**src/rtl/seg_reader.sv**
```systemverilog
// seg_reader: recovers hex nibbles from strobed active-low 7-segment patterns and packs DIGITS of them into a word
//   clk, rst      : clock, synchronous active-high reset
//   seg_in[0:6]   : segment pattern, index 0 = a .. 6 = g, active-low
//   seg_stb       : digit-present strobe, only looked at while idle
//   value         : last completed word, first received digit in the top nibble
//   done          : one-cycle pulse marking a completed word
//   err           : some digit of the completed word was not a hex pattern
//   busy          : mid-digit or holding a partial word
module seg_reader #(
  parameter int DIGITS = 4,
  parameter int STABLE_CYCLES = 3
) (
  input  logic              clk,
  input  logic              rst,
  input  logic [0:6]        seg_in,
  input  logic              seg_stb,
  output logic [4*DIGITS-1:0] value,
  output logic              done,
  output logic              err,
  output logic              busy
);
  localparam int W = 4 * DIGITS;
  localparam int CW = $clog2(STABLE_CYCLES + 1);
  localparam int DW = $clog2(DIGITS + 1);
  typedef enum logic [1:0] {IDLE, CHECK, STORE, DONE_ST} state_t;
  state_t state, state_n;
  logic [0:6] p;
  logic [CW-1:0] cnt;
  logic [DW-1:0] dcnt;
  logic [W-1:0] acc;
  logic err_acc, inv, same, stable, last;
  logic [3:0] nib;
  always_comb begin
    inv = 1'b0;
    nib = 4'h0;
    case (p)
      7'b0000001: nib = 4'h0;
      7'b1001111: nib = 4'h1;
      7'b0010010: nib = 4'h2;
      7'b0000110: nib = 4'h3;
      7'b1001100: nib = 4'h4;
      7'b0100100: nib = 4'h5;
      7'b0100000: nib = 4'h6;
      7'b0001101: nib = 4'h7;
      7'b0000000: nib = 4'h8;
      7'b0000100: nib = 4'h9;
      7'b0001000: nib = 4'hA;
      7'b1100000: nib = 4'hB;
      7'b0110001: nib = 4'hC;
      7'b1000010: nib = 4'hD;
      7'b0110000: nib = 4'hE;
      7'b0111000: nib = 4'hF;
      default:    inv = 1'b1;
    endcase
  end
  always_comb begin
    same = seg_in == p;
    stable = same && (cnt + CW'(1)) == CW'(STABLE_CYCLES);
    last = dcnt == DW'(DIGITS - 1);
    state_n = state == IDLE  ? (seg_stb ? CHECK : IDLE) :
              state == CHECK ? (stable ? STORE : CHECK) :
              state == STORE ? (last ? DONE_ST : IDLE) : IDLE;
    done = state == DONE_ST;
    busy = state != IDLE || dcnt != '0;
  end
  always_ff @(posedge clk) state <= rst ? IDLE : state_n;
  always_ff @(posedge clk) begin
    if (rst) begin
      p <= '0;
      cnt <= '0;
      dcnt <= '0;
      acc <= '0;
      err_acc <= 1'b0;
      value <= '0;
      err <= 1'b0;
    end else begin
      case (state)
        IDLE: if (seg_stb) begin
          p <= seg_in;
          cnt <= CW'(1);
        end
        CHECK: begin
          // any change restarts the stability window on the new pattern
          p <= seg_in;
          cnt <= same ? cnt + CW'(1) : CW'(1);
        end
        STORE: begin
          acc <= W'({acc, nib});
          err_acc <= err_acc | inv;
          dcnt <= dcnt + DW'(1);
        end
        DONE_ST: begin
          value <= acc;
          err <= err_acc;
          acc <= '0;
          dcnt <= '0;
          err_acc <= 1'b0;
        end
      endcase
    end
  end
endmodule
```
**config.mk**
```make
export PLATFORM = sky130hd
export DESIGN_NAME = seg_reader
export DESIGN_NICKNAME = d
export VERILOG_FILES = /design/src/rtl/seg_reader.sv
export SDC_FILE = /design/constraint.sdc
export NUM_CORES = 1
export LEC_CHECK = 0
export CAP_MARGIN = 40
export CORE_MARGIN = 1.5
export CORE_UTILIZATION = 40
export CTS_CLUSTER_DIAMETER = 120
export DETAILED_ROUTE_END_ITERATION = 12
export MAX_ROUTING_LAYER = met4
export PLACE_DENSITY = 0.62
export SYNTH_ARGS = -nofsm -noshare
export SYNTH_HDL_FRONTEND = slang
export SYNTH_SLANG_ARGS = --single-unit
export TNS_END_PERCENT = 20
```
**constraint.sdc**
```tcl
create_clock -name clk -period 1.5 [get_ports clk]
set_input_delay 0.375 -clock clk [delete_from_list [all_inputs] [get_ports clk]]
set_output_delay 0.375 -clock clk [all_outputs]
set_load 0.005 [all_outputs]
```
After elaboration in Yosys (flattened, before gate mapping)
Index checks and enable logic that the tools add are counted.
Widths: inputs -> output; s select.
- add/sub/neg operators: 2
- equal/unequal tests: 22
- muxes and demuxes: 16
- bitwise logic cells: 1
- reduce and logical (&&, ||, !) cells: 10
- operators with widths (kind ; number):
    $pmux 4 s15 ; 1
    $eq 7x6->1 const B ; 5
    $pmux 16 s2 ; 1
    $eq 7x7->1 const B ; 4
    $reduce_or 16->1 ; 1
    $eq 7x3->1 const B ; 2
    $eq 7x4->1 const B ; 2
    $mux 2 ; 7
    $pmux 7 s2 ; 1
    $eq 7x1->1 const B ; 1
    $eq 7x5->1 const B ; 1
    $eq 7x7->1 ; 1
    $logic_not 7->1 ; 1
    $mux 7 ; 1
    $eq 2x2->1 const B ; 3
    $pmux 3 s2 ; 1
    $reduce_bool 2->1 ; 3
    $pmux 2 s2 ; 1
    $add 3x1->3 const B ; 1
    $eq 3x2->1 const B ; 1
    $reduce_bool 3->1 ; 1
    $add 2x1->2 const B ; 1
    $eq 2x1->1 const B ; 1
    $logic_not 2->1 ; 1
    other kinds (7) ; 8
- register bits after elaboration: 48
- input port bits: 10
- output and inout bits: 19
- logic and storage cells: 59

Logic depth before layout (Yosys ltp)
- word-level depth: 6
- mapped depth: 7
- gate-level depth less buffers: 6

Least setup slack after synthesis
OpenSTA, ideal clock, no wires.
- path kind: register to register
- from: register p[2] (netlist bit)
- to: register err_acc
- library setup time: 117 ps
- arrival time: 1363 ps
- data required time: 1383 ps
- slack: 19 ps
- cell stages (with the launch flop): 6
- buffers on the path: 0
- period minus slack after synthesis: 1481 ps
- path through: dfxtp_1 or2_1 or4_4 o41ai_2 nor2_2 a32o_1
- cells in the longest elaborated chain, start to end: 5
- elaborated cells on any way between the ends: 20
- classes of those cells: eq/ne (15); mux (2); bitwise (1); reduce/logical (2)
- RTL lines (what ; line ; source):
    from (decl) ; 27 ; logic [0:6] p;
    from (signal assigned) ; 79 ; p <= seg_in;
    from (signal assigned) ; 84 ; p <= seg_in;
    $eq 7x6->1 (tied with other cells) ; 36 ; case (p)
    $reduce_or 16->1 (no line) * ; - ;
    $mux 1 * ; 36 ;
    $or 1x1->1 * ; 89 ; err_acc <= err_acc | inv;
    $pmux 1 s2 * ; 77 ; case (state)
    to (signal assigned) ; 89 ;
    to (decl) ; 31 ; logic err_acc, inv, same, stable, last;
Every way passes the cells marked *; elsewhere a longest branch is shown, timed or not.
A chain may end at the register's enable or synchronous reset.

Final worst setup path
- from: register dcnt[0]
- to: output busy
- cells in the longest elaborated chain, start to end: 2
- RTL lines (what ; line ; source):
    from (decl) ; 29 ; logic [DW-1:0] dcnt;
    from (signal assigned) ; 90 ; dcnt <= dcnt + DW'(1);
    $reduce_bool 3->1 ; 64 ; busy = state != IDLE || dcnt != '0;
    $logic_or 1x1->1 ; 64 ;
    to (decl) ; 20 ; output logic busy
Every way passes these cells.

==> reports/qor.yml <==
drt:
  vias: 2176
  route.detailed.drc: 0
  drt-pass1-iter-count: 4
  viasPerCell: 5.025
  drt_wl_total_um: 5075
  postRouteAntennaNets: 0
  wl_per_cell_um: 11.72
  drt_iter0_drc: 138
timing:
  rsz0062_at_grt: "true"
  max_slew_margin_pct: 72.65
  finClkSkew_ns: 0.007182
  worst_slack_ns: -0.2758
  max_freq_mhz: 563.1
  drv_slew: 0
  setup_viol: 2
  period_needed_ns: 1.776
  finalCritPeriodShare_pct: 118.4
  tightest_slew_ns: 0.4058
  hold_viol_final: 0
synth:
  synthAdderAreaFrac_pct: 2.240
  synth_simple_gate_area_share_pct: 26.20
  synth_mux_area_share_pct: 0.9518
  yosysTopAreaCell: "dfxtp_1"
  synth_area_leaders: "dfxtp_1 (43%), nand2_1 (12%), a21oi_1 (9.6%)"
  ys_seq_area_share_pct: 43.00
  synth-xor-area-share_pct: 3.527
  yosysTopAreaCellShare_pct: 43.00
  synth-edff-count: 0
  syn_nets: 311
  ys_ff_latch: 48
  ys.flop_type: "dfxtp_1"
  synth_top_family_by_area: "simple AND/OR/NAND/NOR gates"
  yosysWarnings: 0
  syn_inst: 297
  async_flop_share_pct: 0
  syn_avg_cell_area_um2: 7.524
  synth-compound-area-share_pct: 17.81
  synth_cell_types: 47
  syn_area_um2: 2235
clock_network:
  insertion_delay_ns: 0.31
  hold_buffers: 0
  cts_num_sinks: 48
  clk_pin_slew_ns: 0.09
  tritoncts: "yes"
  cts_root_buf: "clkbuf_8"
  numCtsBuffers: 5
  htreeDepth: 2
  clockBufferDepth: 2
die:
  num_rows: 27
  io_pins: 29
  die_area_um2: 6044
  core_area_um2: 5439
  die_w_um: 77.75
  initial_core_util_pct: 41.09
  die_h_um: 77.75
critical_path:
  crit_chain: "inv_2, ha_4, or4b_4, buf_6"
  start_kind: "register"
  cp_max_fo: 2
  worstPathRequired_ns: 1.12
  timing.rr.start: "p[2]$_SDFFE_PP0P_"
  critPathArrivalTime_ns: 1.40
  cp-end-kind: "output pin"
  critPathKind: "register to output pin"
  reg2reg_to: "err_acc$_SDFFE_PP0P_"
  rrSetupSlack_ns: -0.05
  r2r_cells: 5
  slowest_delay_ns: 0.45
  startpoint: "dcnt[0]$_SDFFE_PP0P_"
  cp-endpoint: "busy"
  critPathSlowestCell: "or4b_4"
global_routing:
  grtUsageMet3_pct: 3.882
  grt_use_met2_pct: 27.83
  grt_pass1_vias: 1927
  grt_usage_pct: 18.20
  grt_antenna_before_repair: 0
  grt_use_met1_pct: 24.31
  overflow: 0
  grt_max_degree: 24
  busiest_layer: "met2"
  grt_pass1_wl_um: 8707
place:
  dpl.hpwl_um: 3523
  dp_cells: 414
  gp_congestion: 0.8516
  portBuffers: 28
  placed_cell_area_um2: 2799
  pre_cts_ws_ns: -0.4193
run:
  cap_violations: 0
final_layout:
  final_common_cell: "nand2_1"
  diodes: 0
  layout_common_cells: "nand2_1 (69), buf_4 (44), a21oi_1 (42), nor2_1 (34), dfxtp_2 (24)"
  nFillCells: 507
  final_nets: 374
  multiInputGateArea_um2: 1199
  seq_area_um2: 994.7
  area_growth_pct: 39.92
  layout-drive-gt1-share_pct: 28.81
  fin_cells: 433
  design_area_um2: 3127
power_and_ir_drop:
  power_frac_comb_pct: 11.7
  peakVddDrop_v: 0.0005423
  pwr-share-clk_pct: 40.5
  cellLeakagePower_nw: 1.311
  swShare_pct: 22.37
  seqPwrFrac_pct: 47.8
  switching_power_w: 0.0006128
  p_int_w: 0.002126
  power.density_nw_per_um2: 875.9
outcome:
  violations: "negative setup slack"
  status: "finished with violations"
worst_hold_path:
  holdCritStartpoint: "value[4]$_SDFFE_PP0P_"
  hold_class: "register to register"
==> registers in the layout, indices dropped and copies added, names as in the netlist <==
| register | cells |
|---|---|
| dcnt | 3 |
| acc | 16 |
| state | 2 |
| err | 1 |
| cnt | 2 |
| err_acc | 1 |
| p | 7 |
| value | 16 |
==> kinds of logic (layout without fill, tap and decap cells) <==
family	after synthesis	after routing
flops	48	48
compound gates	67	67
mux	2	2
buf+inv	33	97
simple gates	134	134
xor+xnor	9	9
fa+ha+maj	4	4
==> layer usage <==
metal  vias up  share of wire, %
li1       1115                 -
met5         -                 0
met1      1013                47
met4         0               1.1
met3         5               4.0
met2        43                48
==> cell type report <==
cell class | instances | area share (%)
Sequential cell | 48 | 31.81
Timing Repair Buffer | 78 | 21.25
Tap cell | 72 | 2.881
Inverter | 11 | 1.321
Multi-Input combinational cell | 216 | 38.34
Clock inverter | 3 | 2.201
Clock buffer | 5 | 2.201
==> power by group through the flow <==
stage	sequential, W	clock [W]	combinational [W]
finish	0.00131	0.00111	0.000321
global route	0.00131	0.00120	0.000356
CTS	0.00131	0.00114	0.000316
detailed placement	0.00134	0	0.000307
global placement	0.00134	0	0.000304
floorplan	0.00133	0	0.000181
==> worst min-delay path by stage <==
| stage | to | cells after the start |
|---|---|---|
| floorplan | err$_SDFFE_PP0P_ | 2 |
| CTS | value[2]$_SDFFE_PP0P_ | 2 |
| finish | value[4]$_SDFFE_PP0P_ | 2 |
| global route | value[8]$_SDFFE_PP0P_ | 2 |
| global placement | value[4]$_SDFFE_PP0P_ | 2 |
| detailed placement | value[2]$_SDFFE_PP0P_ | 2 |
==> stage by stage <==
stage | hold slack [ns] | TNS [ns] | util (%) | power (W)
detailed placement | 0.4484 | -2.663 | 51.46 | 0.001642
global placement | 0.4423 | -2.643 | 51.46 | 0.001640
CTS | 0.4554 | -0.9081 | 56.68 | 0.002757
global route | 0.4684 | -0.4381 | 57.49 | 0.002864
floorplan | 0.4312 | 0 | - | 0.001507
finish | 0.4523 | -0.3228 | 57.49 | 0.002739
==> worst max-delay path, delay by kind of cell, from the launching register on <==
family | cells | cell delay, ns
DFF | 1 | 0.33
adders and majority gates | 1 | 0.11
and+or+nand+nor | 1 | 0.45
buffers and inverters | 2 | 0.20
==> cell usage after synthesis (2+ instances only) <==
library cell  instances
nand2_1              69
dfxtp_1              48
a21oi_1              43
nor2_1               35
buf_2                10
inv_1                10
clkbuf_1              8
xnor2_1               7
nor3_1                5
o21ai_0               5
ha_1                  4
buf_1                 3
nand3_1               3
nand3b_1              3
or3_1                 3
a22oi_1               2
a31oi_1               2
nand2b_1              2
nand4_1               2
nor2b_1               2
nor3b_1               2
nor4_1                2
o21ai_1               2
xor2_1                2
==> repair_timing <==
action	CTS	global route
endpoints found under the hold margin	0	0
setup buffers	13	2
gates resized for setup	52	20
pin swaps	1	4
endpoints found under the setup margin	25	32
Power figures use the tool's default switching activity.
